## src/rtl/scalar_wb_pkg.sv

```systemverilog
// Shared writeback types and default widths.
// Used by scalar_wb_arbiter and by scalar_reg_file benches.
package scalar_wb_pkg;
   localparam int REG_SIZE   = 8;
   localparam int REG_QTY    = 4;
   localparam int SEL_BITS   = 2;
   localparam int FIFO_DEPTH = 4;
   localparam int PTR_BITS   = 2;

   typedef struct packed {
      logic [SEL_BITS-1:0] dst;
      logic [REG_SIZE-1:0] data;
   } wb_entry_t;
endpackage

```

## src/rtl/scalar_wb_arbiter_fifo.sv

```systemverilog
// Two-write/one-read circular buffer with occupancy count.
// Ports: we0/wd0 first slot, we1/wd1 second slot (only with we0),
// re dequeue, head entry, count, per-slot valid and tag fields.
module wb_fifo
   import scalar_wb_pkg::*;
#(
   parameter int DW    = REG_SIZE + SEL_BITS,
   parameter int TW    = SEL_BITS,
   parameter int DEPTH = FIFO_DEPTH,
   parameter int PB    = PTR_BITS
) (
   input  logic                      clk,
   input  logic                      reset,
   input  logic                      we0,
   input  logic [DW-1:0]             wd0,
   input  logic                      we1,
   input  logic [DW-1:0]             wd1,
   input  logic                      re,
   output logic [DW-1:0]             head,
   output logic [PB:0]               count,
   output logic [DEPTH-1:0]          vld,
   output logic [DEPTH-1:0][TW-1:0]  tags
);
   logic [PB-1:0] wrPtr, rdPtr, wrNext;
   logic [DEPTH-1:0][DW-1:0] bufQ;

   // second slot lands one past the first, wrapping naturally
   assign wrNext = wrPtr + PB'(1);

   always_ff @(posedge clk) begin
      if (reset) begin
         wrPtr <= '0;
         rdPtr <= '0;
         count <= '0;
      end else begin
         wrPtr <= wrPtr + PB'(we0) + PB'(we1);
         rdPtr <= rdPtr + PB'(re);
         count <= count + (PB+1)'(we0) + (PB+1)'(we1) - (PB+1)'(re);
      end
   end

   always_ff @(posedge clk) begin
      if (!reset) begin
         if (we0) bufQ[wrPtr] <= wd0;
         if (we1) bufQ[wrNext] <= wd1;
      end
   end

   always_ff @(posedge clk) begin
      if (!reset) assert (count <= (PB+1)'(DEPTH));
   end

   assign head = bufQ[rdPtr];

   // slot i is live when its distance from the read pointer
   // is below the occupancy
   always_comb begin
      vld  = '0;
      tags = '0;
      for (int i = 0; i < DEPTH; i++) begin
         vld[i]  = {1'b0, PB'(i) - rdPtr} < count;
         tags[i] = bufQ[i][DW-1 -: TW];
      end
   end
endmodule

```

## src/rtl/scalar_wb_arbiter.sv

```systemverilog
// Writeback arbiter: merges ALU and load-return writes into one
// register-file write port through an in-order queue; exports pendingMask.
module scalar_wb_arbiter
   import scalar_wb_pkg::*;
#(
   parameter int regSize     = REG_SIZE,
   parameter int regQuantity = REG_QTY,
   parameter int selBits     = SEL_BITS,
   parameter int fifoDepth   = FIFO_DEPTH,
   parameter int ptrBits     = PTR_BITS
) (
   input  logic                   clk,
   input  logic                   reset,
   input  logic                   aluValid,
   input  logic [selBits-1:0]     aluReg,
   input  logic [regSize-1:0]     aluData,
   output logic                   aluReady,
   input  logic                   memValid,
   input  logic [selBits-1:0]     memReg,
   input  logic [regSize-1:0]     memData,
   output logic                   memReady,
   input  logic                   wbStall,
   output logic                   regWrEn,
   output logic [selBits-1:0]     regToWrite,
   output logic [regSize-1:0]     regWrData,
   output logic [regQuantity-1:0] pendingMask,
   output logic [ptrBits:0]       fifoCount
);
   localparam int EW = selBits + regSize;
   localparam logic [ptrBits:0] FULL = fifoDepth[ptrBits:0];
   localparam logic [ptrBits:0] ONE  = 1;

   logic [ptrBits:0] free;
   logic memAcc, aluAcc;
   logic we0, we1;
   logic [EW-1:0] wd0, wd1, head;
   logic [fifoDepth-1:0] vld;
   logic [fifoDepth-1:0][selBits-1:0] tags;

   // ready uses only the registered count; a same-edge drain is not credited
   assign free     = FULL - fifoCount;
   assign memReady = !reset && (free != '0);
   assign aluReady = !reset && ((free > ONE) || (free == ONE && !memValid));

   assign memAcc = memValid && memReady;
   assign aluAcc = aluValid && aluReady;

   // mem is older, so it takes the first slot when both land together
   assign we0 = memAcc || aluAcc;
   assign we1 = memAcc && aluAcc;
   assign wd0 = memAcc ? {memReg, memData} : {aluReg, aluData};
   assign wd1 = {aluReg, aluData};

   assign regWrEn    = !reset && (fifoCount != '0) && !wbStall;
   assign regToWrite = (fifoCount != '0) ? head[EW-1 -: selBits] : '0;
   assign regWrData  = (fifoCount != '0) ? head[regSize-1:0] : '0;

   always_comb begin
      pendingMask = '0;
      for (int i = 0; i < fifoDepth; i++)
         if (vld[i]) pendingMask[tags[i]] = 1'b1;
   end

   wb_fifo #(
      .DW(EW), .TW(selBits), .DEPTH(fifoDepth), .PB(ptrBits)
   ) u_fifo (
      .clk(clk), .reset(reset),
      .we0(we0), .wd0(wd0),
      .we1(we1), .wd1(wd1),
      .re(regWrEn), .head(head), .count(fifoCount),
      .vld(vld), .tags(tags)
   );
endmodule
```

## config.mk

```make
export PLATFORM = sky130hd
export DESIGN_NAME = scalar_wb_arbiter
export DESIGN_NICKNAME = d
export VERILOG_FILES = /design/src/rtl/scalar_wb_pkg.sv /design/src/rtl/scalar_wb_arbiter_fifo.sv /design/src/rtl/scalar_wb_arbiter.sv
export SDC_FILE = /design/constraint.sdc
export NUM_CORES = 1
export LEC_CHECK = 0
export ABC_CLOCK_PERIOD_IN_PS = 3040
export CAP_MARGIN = 20
export CORE_ASPECT_RATIO = 1.1
export CORE_UTILIZATION = 51
export CTS_CLUSTER_DIAMETER = 80
export CTS_CLUSTER_SIZE = 28
export DETAILED_ROUTE_END_ITERATION = 10
export GPL_ROUTABILITY_DRIVEN = 0
export PLACE_DENSITY = 0.77
export SETUP_SLACK_MARGIN = 0.15
export SYNTH_ARGS = -nofsm -noshare
export SYNTH_HDL_FRONTEND = slang
export SYNTH_SLANG_ARGS = --single-unit
```

## constraint.sdc

```tcl
create_clock -name clk -period 3.04 [get_ports clk]
set_clock_uncertainty 0.05 [all_clocks]
set_input_delay 0.608 -clock clk [delete_from_list [all_inputs] [get_ports clk]]
set_output_delay 0.608 -clock clk [all_outputs]
set_load 0.02 [all_outputs]
```

Word-level counts from Yosys, hierarchy flattened
Index checks and enable logic that the tools add are counted.
{"block": "totals", "out_inout_bits": 20, "reg_bits": 47, "wordCells": 88}
{"block": "op_classes", "n_addsub": 12, "reduce_logical": 21, "n_lt_le_gt_ge": 18, "muxes": 26, "bitwise_logic": 3, "n_eq_ne": 1}
{"op": "$mux 40", "count": 3}
{"op": "$bwmux 40", "count": 2}
{"op": "$demux 10 s2", "count": 2}
{"op": "$mux 10", "count": 4}
{"op": "$lt 2x3->1 const B", "count": 7}
{"op": "$bmux 10 s2", "count": 1}
{"op": "$mux 4", "count": 4}
{"op": "$logic_and 1x1->1", "count": 14}
{"op": "$ge 2x1->1 const B", "count": 6}
{"op": "$lt 2x3->1", "count": 4}
{"op": "$or 4x4->4", "count": 3}
{"op": "$demux 1 s2", "count": 4}
{"op": "$mux 8", "count": 1}
{"op": "$add 2x1->2", "count": 3}
{"op": "$add 3x1->3", "count": 2}
{"op": "$reduce_bool 3->1", "count": 2}
{"op": "$mux 1", "count": 4}
{"op": "$sub 1x2->2 const A", "count": 2}
{"op": "$sub 2x2->2 const A", "count": 2}
{"op": "$eq 3x1->1 const B", "count": 1}
{"op": "$gt 3x1->1 const B", "count": 1}
{"op": "$logic_not 1->1", "count": 3}
{"op": "$sub 3x1->3", "count": 1}
{"op": "$sub 3x3->3 const A", "count": 1}
{"op": "3 further kinds", "count": 4}

Depth between registers and ports, before layout
{"block": "logic_depth", "depth_word": 11, "mapped_depth": 12}

Hierarchy
A second synthesis with hierarchy kept.
{"block": "unflattened", "cells_unflattened": 354, "area_unflattened_um2": 3344.5}
{"mod": "wb_fifo", "cells_each": 293, "seq_area_each_um2": 1341.3, "n_inst": 1, "area_per_inst_um2": 2861.5}
{"mod": "scalar_wb_arbiter", "cells_each": 61, "seq_area_each_um2": 0.0, "n_inst": 1, "area_per_inst_um2": 483.0}

Least setup slack after synthesis
Ideal clock, no wire load.
{"block": "synth_timing", "kind": "reg-to-reg", "from": "register u_fifo.count[1]", "to": "register u_fifo.count[2]", "required_time_ns": 2.862, "stages_incl_launch_ff": 12, "t_arrival_ns": 3.118, "path_slack_ns": -0.256, "cell_sequence": "dfxtp_1 inv_1 ha_1 ha_1 clkbuf_1 nor3_1 ha_1 inv_1 fa_1 fa_1 xnor2_1 nor2_1"}
{"block": "synth_between", "elab_cells_between_ends": 18, "classes_between": "4 x add/sub; 1 x order compare; 1 x eq/ne; 12 x reduce/logical"}
{"element": "start, declared", "line_no": "scalar_wb_arbiter_fifo.sv:20", "source": "output logic [PB:0] count,"}
{"element": "start signal, assigned", "line_no": "scalar_wb_arbiter_fifo.sv:38", "source": "count <= count + (PB+1)'(we0) + (PB+1)'(we1) - (PB+1)'(re);"}
{"element": "$reduce_bool 3->1", "line_no": "scalar_wb_arbiter.sv:54", "source": "assign regWrEn = !reset && (fifoCount != '0) && !wbStall;"}
{"element": "$logic_and 1x1->1 (2 in a row)", "line_no": "scalar_wb_arbiter.sv:54"}
{"element": "via regWrEn", "line_no": "scalar_wb_arbiter.sv:23", "source": "output logic regWrEn,"}
{"element": "$sub 3x1->3", "line_no": "scalar_wb_arbiter_fifo.sv:38"}
The timed path passes the listed nets, and every way through them passes these cells.
A chain may end at the register's enable or synchronous reset.

Worst setup path after layout
{"block": "layout_timing", "from": "register u_fifo.count[1]", "to": "output aluReady"}
{"block": "layout_between", "elab_chain_cells": 5, "elab_cells_between_ends": 6, "classes_between": "1 x add/sub; 1 x order compare; 1 x eq/ne; 3 x reduce/logical"}
{"element": "$sub 3x3->3 *", "line_no": "scalar_wb_arbiter.sv:41", "source": "assign free = FULL - fifoCount;"}
{"element": "parallel branches: the longest is 2 deep, another holds $gt 3x1->1"}
{"element": "$logic_or 1x1->1 *", "line_no": "scalar_wb_arbiter.sv:43", "source": "assign aluReady = !reset && ((free > ONE) || (free == ONE && !memValid));"}
{"element": "$logic_and 1x1->1 *", "line_no": "scalar_wb_arbiter.sv:43"}
{"element": "end, declared", "line_no": "scalar_wb_arbiter.sv:17", "source": "output logic aluReady,"}
Mark *: on every way between the ends.

==> impl_metrics.yaml <==
drt:
  drt_iter0_drc: 492
  firstDrtPassIters: 7
  vias: 3564
  drtAntennaViolNets: 0
  routedWlPerCell_um: 21.09
  drc: 0
  drt-total-wl_um: 11390
  vias_per_cell: 6.600
sta:
  setup_viol: 0
  layout_worst_path_cycle_share_pct: 92.54
  relSlewSlack_pct: 54.49
  grt_setup_unrepaired: "no"
  period_needed_ps: 2813
  hold_viol_final: 0
  setup_ws_ps: 226.7
  setup_tns_ps: 0
  hold_ws_ps: 625.4
  fmaxAchievable_mhz: 355.5
  tightestPinTransition_ps: 680.8
  slew_violations: 0
setup_path:
  slowest_delay_ps: 390
  cp_max_fo: 6
  cp_cell_sequence: "inv_6, ha_4, ha_2, nor4b_4, buf_4, nor3_1, dlygate4sd2_1"
  startpoint_type: "flip-flop"
  cp_data_arrival_time_ps: 2160
  worstRegToRegCells: 11
  cp-end-kind: "output pin"
  critPathKind: "reg -> out"
  critPathRequiredTime_ps: 2380
  cp_slowest_cell: "dfxtp_4"
clock_tree:
  cts_tree: "built"
  cts_max_path_buffers: 2
  cts-root-buf: "clkbuf_8"
  clkTransAtPathRegs_ps: 90
  cts.sinks: 47
  htree_levels: 2
  numCtsBuffers: 5
  clk_latency_ps: 300
yosys:
  dominantRegCellSynth: "edfxtp_1"
  synth_xor_area_share_pct: 1.466
  yosysWarnings: 0
  synth_fp_nets: 426
  syn_avg_cell_area_um2: 9.239
  synth_edf_count: 40
  synth_common_cells: "o21ai_0, nor2_1, edfxtp_1"
  synth_area_leaders: "edfxtp_1, o21ai_0, a32oi_1, mux4_2, nor2_1"
  muxShareOfSynthArea_pct: 6.283
  synthAdderAreaFrac_pct: 5.166
  synth.most_common_cell: "o21ai_0"
  synthArstFlopShare_pct: 0
  post-synth-top-area-cell: "edfxtp_1"
  ys_ff_latch: 47
  syn_area_um2: 3585
  synth_compound_area_share_pct: 24.85
  synth_top_family_by_area: "compound AO/OA/AOI/OAI gates"
  ys_types: 48
  synth_top_area_share_pct: 33.51
  yosys.area_share.simple_pct: 18.67
  syn-instance-count: 388
  yosysSeqAreaShare_pct: 37.42
grt:
  grt_usage_pct: 32.36
  antenna_found_initial: 0
  grt_max_degree: 41
  grt_pass1_vias: 3523
  gr-total-overflow: 0
  grt_pass1_wl_um: 17860
place:
  io_buffers: 44
  place_inst: 532
  place.detailed.hpwl_um: 7370
  dp_slack_ps: -62.25
hold_path:
  min_path_cells: 3
  hold_class: "reg -> reg"
power:
  power.internal_uw: 2063
  p_leak_uw: 0.001644
  p_clk_share_pct: 10.4
  max-vdd-ir-drop_v: 0.0006104
  cellPowerDensity_nw_per_um2: 816.5
  seqPwrFrac_pct: 28.6
  p_sw_uw: 1615
  p_comb_share_pct: 61.0
  p_sw_share_pct: 43.91
floorplan:
  dieHeight_um: 89.93
  io-pin-count: 45
  start_util_pct: 53.73
  die_w_um: 81.94
  core_area_um2: 6671
  fp-row-count: 31
  die-area_um2: 7368
cells_and_area:
  fin_cells: 540
  antennaDiodeCount: 0
  drive_gt1_share_pct: 19.21
  syn2layout_area_growth_pct: 25.65
  fill_cells: 556
  fin_nets: 495
status:
  outcome: "finished, final reports clean"
run:
  drv_cap: 0
-- registers in the layout (all words and copies together) (netlist names) --
name          flops
u_fifo.bufQ      32
u_fifo.tags       8
u_fifo.count      3
u_fifo.rdPtr      2
u_fifo.wrPtr      2
-- worst max-delay path, delay by kind of cell, from the launching register on --
kind | cells | cell delay, ps
buffers and inverters | 3 | 580
flip-flops | 1 | 390
AND/OR/NAND/NOR | 2 | 350
adder cells (fa/ha/maj) | 2 | 520
-- final timing paths --
check,startpoint,end,slack [ps]
worst max-delay path,u_fifo.count[1]$_SDFF_PP0_,aluReady,230
worst min-delay path,u_fifo.count[1]$_SDFF_PP0_,u_fifo.count[2]$_SDFF_PP0_,630
worst max register to register,u_fifo.count[1]$_SDFF_PP0_,u_fifo.count[1]$_SDFF_PP0_,250
worst min register to register,u_fifo.count[1]$_SDFF_PP0_,u_fifo.count[2]$_SDFF_PP0_,630
-- routing by layer --
| metal | GRT usage, % | part of all wire [%] |
|---|---|---|
| met5 | 0 | 0 |
| met3 | 5.787 | 9.8 |
| met2 | 52.82 | 48 |
| met1 | 41.45 | 39 |
| met4 | 13.30 | 3.4 |
-- cell usage in the layout (no fill, tap or decap), types with 5 or more instances in the layout --
cell,instances
mux4_2,10
edfxtp_1,40
nand2_1,16
a21oi_1,12
nor2_1,48
ha_1,8
nor4b_1,10
a22oi_1,10
clkdlybuf4s50_1,36
clkbuf_8,5
nor2b_1,17
a32oi_1,31
buf_4,44
inv_1,25
o21ai_0,72
-- repair_timing --
action,in CTS,in global routing
pin swaps,1,1
gates resized for setup,14,10
hold buffers,0,0
buffers inserted,0,0
setup endpoints to repair,19,7
endpoints found under the hold margin,0,0
-- cell type report --
class | instances | area (um^2) | area share, %
repair buffers | 88 | 768.2 | 17.06
clock buffers | 7 | 76.32 | 1.694
well taps | 82 | 102.6 | 2.278
clock inverters | 1 | 5.005 | 0.1111
inverters | 26 | 102.6 | 2.278
multi-input cells | 289 | 2100 | 46.61
flip-flops and latches | 47 | 1350 | 29.97
-- cell families after synthesis --
logic type / Yosys count
AND/OR/NAND/NOR: 119
buffers and inverters: 52
flip-flops: 47
multiplexers: 10
AO/OA/AOI/OAI: 141
XOR/XNOR: 6
adder cells (fa/ha/maj): 13
-- power by group through the flow --
stage / logic (uW) / registers (uW) / clock network [uW]
floorplan: 1380 / 1020 / 0
global placement: 2100 / 1050 / 0
detailed placement: 2160 / 1050 / 0
CTS: 2180 / 1040 / 383
global route: 2430 / 1070 / 405
finish: 2240 / 1050 / 382
-- metrics by stage --
step	area, um^2	total power [uW]	utilization (%)
2_1_floorplan	3620	2404	-
3_3_place_gp	4374	3150	65.57
3_5_place_dp	4374	3209	65.57
4_1_cts	4484	3609	67.22
5_1_grt	4504	3897	67.52
6_report	4504	3678	67.52
(Power assumes the default switching activity.)
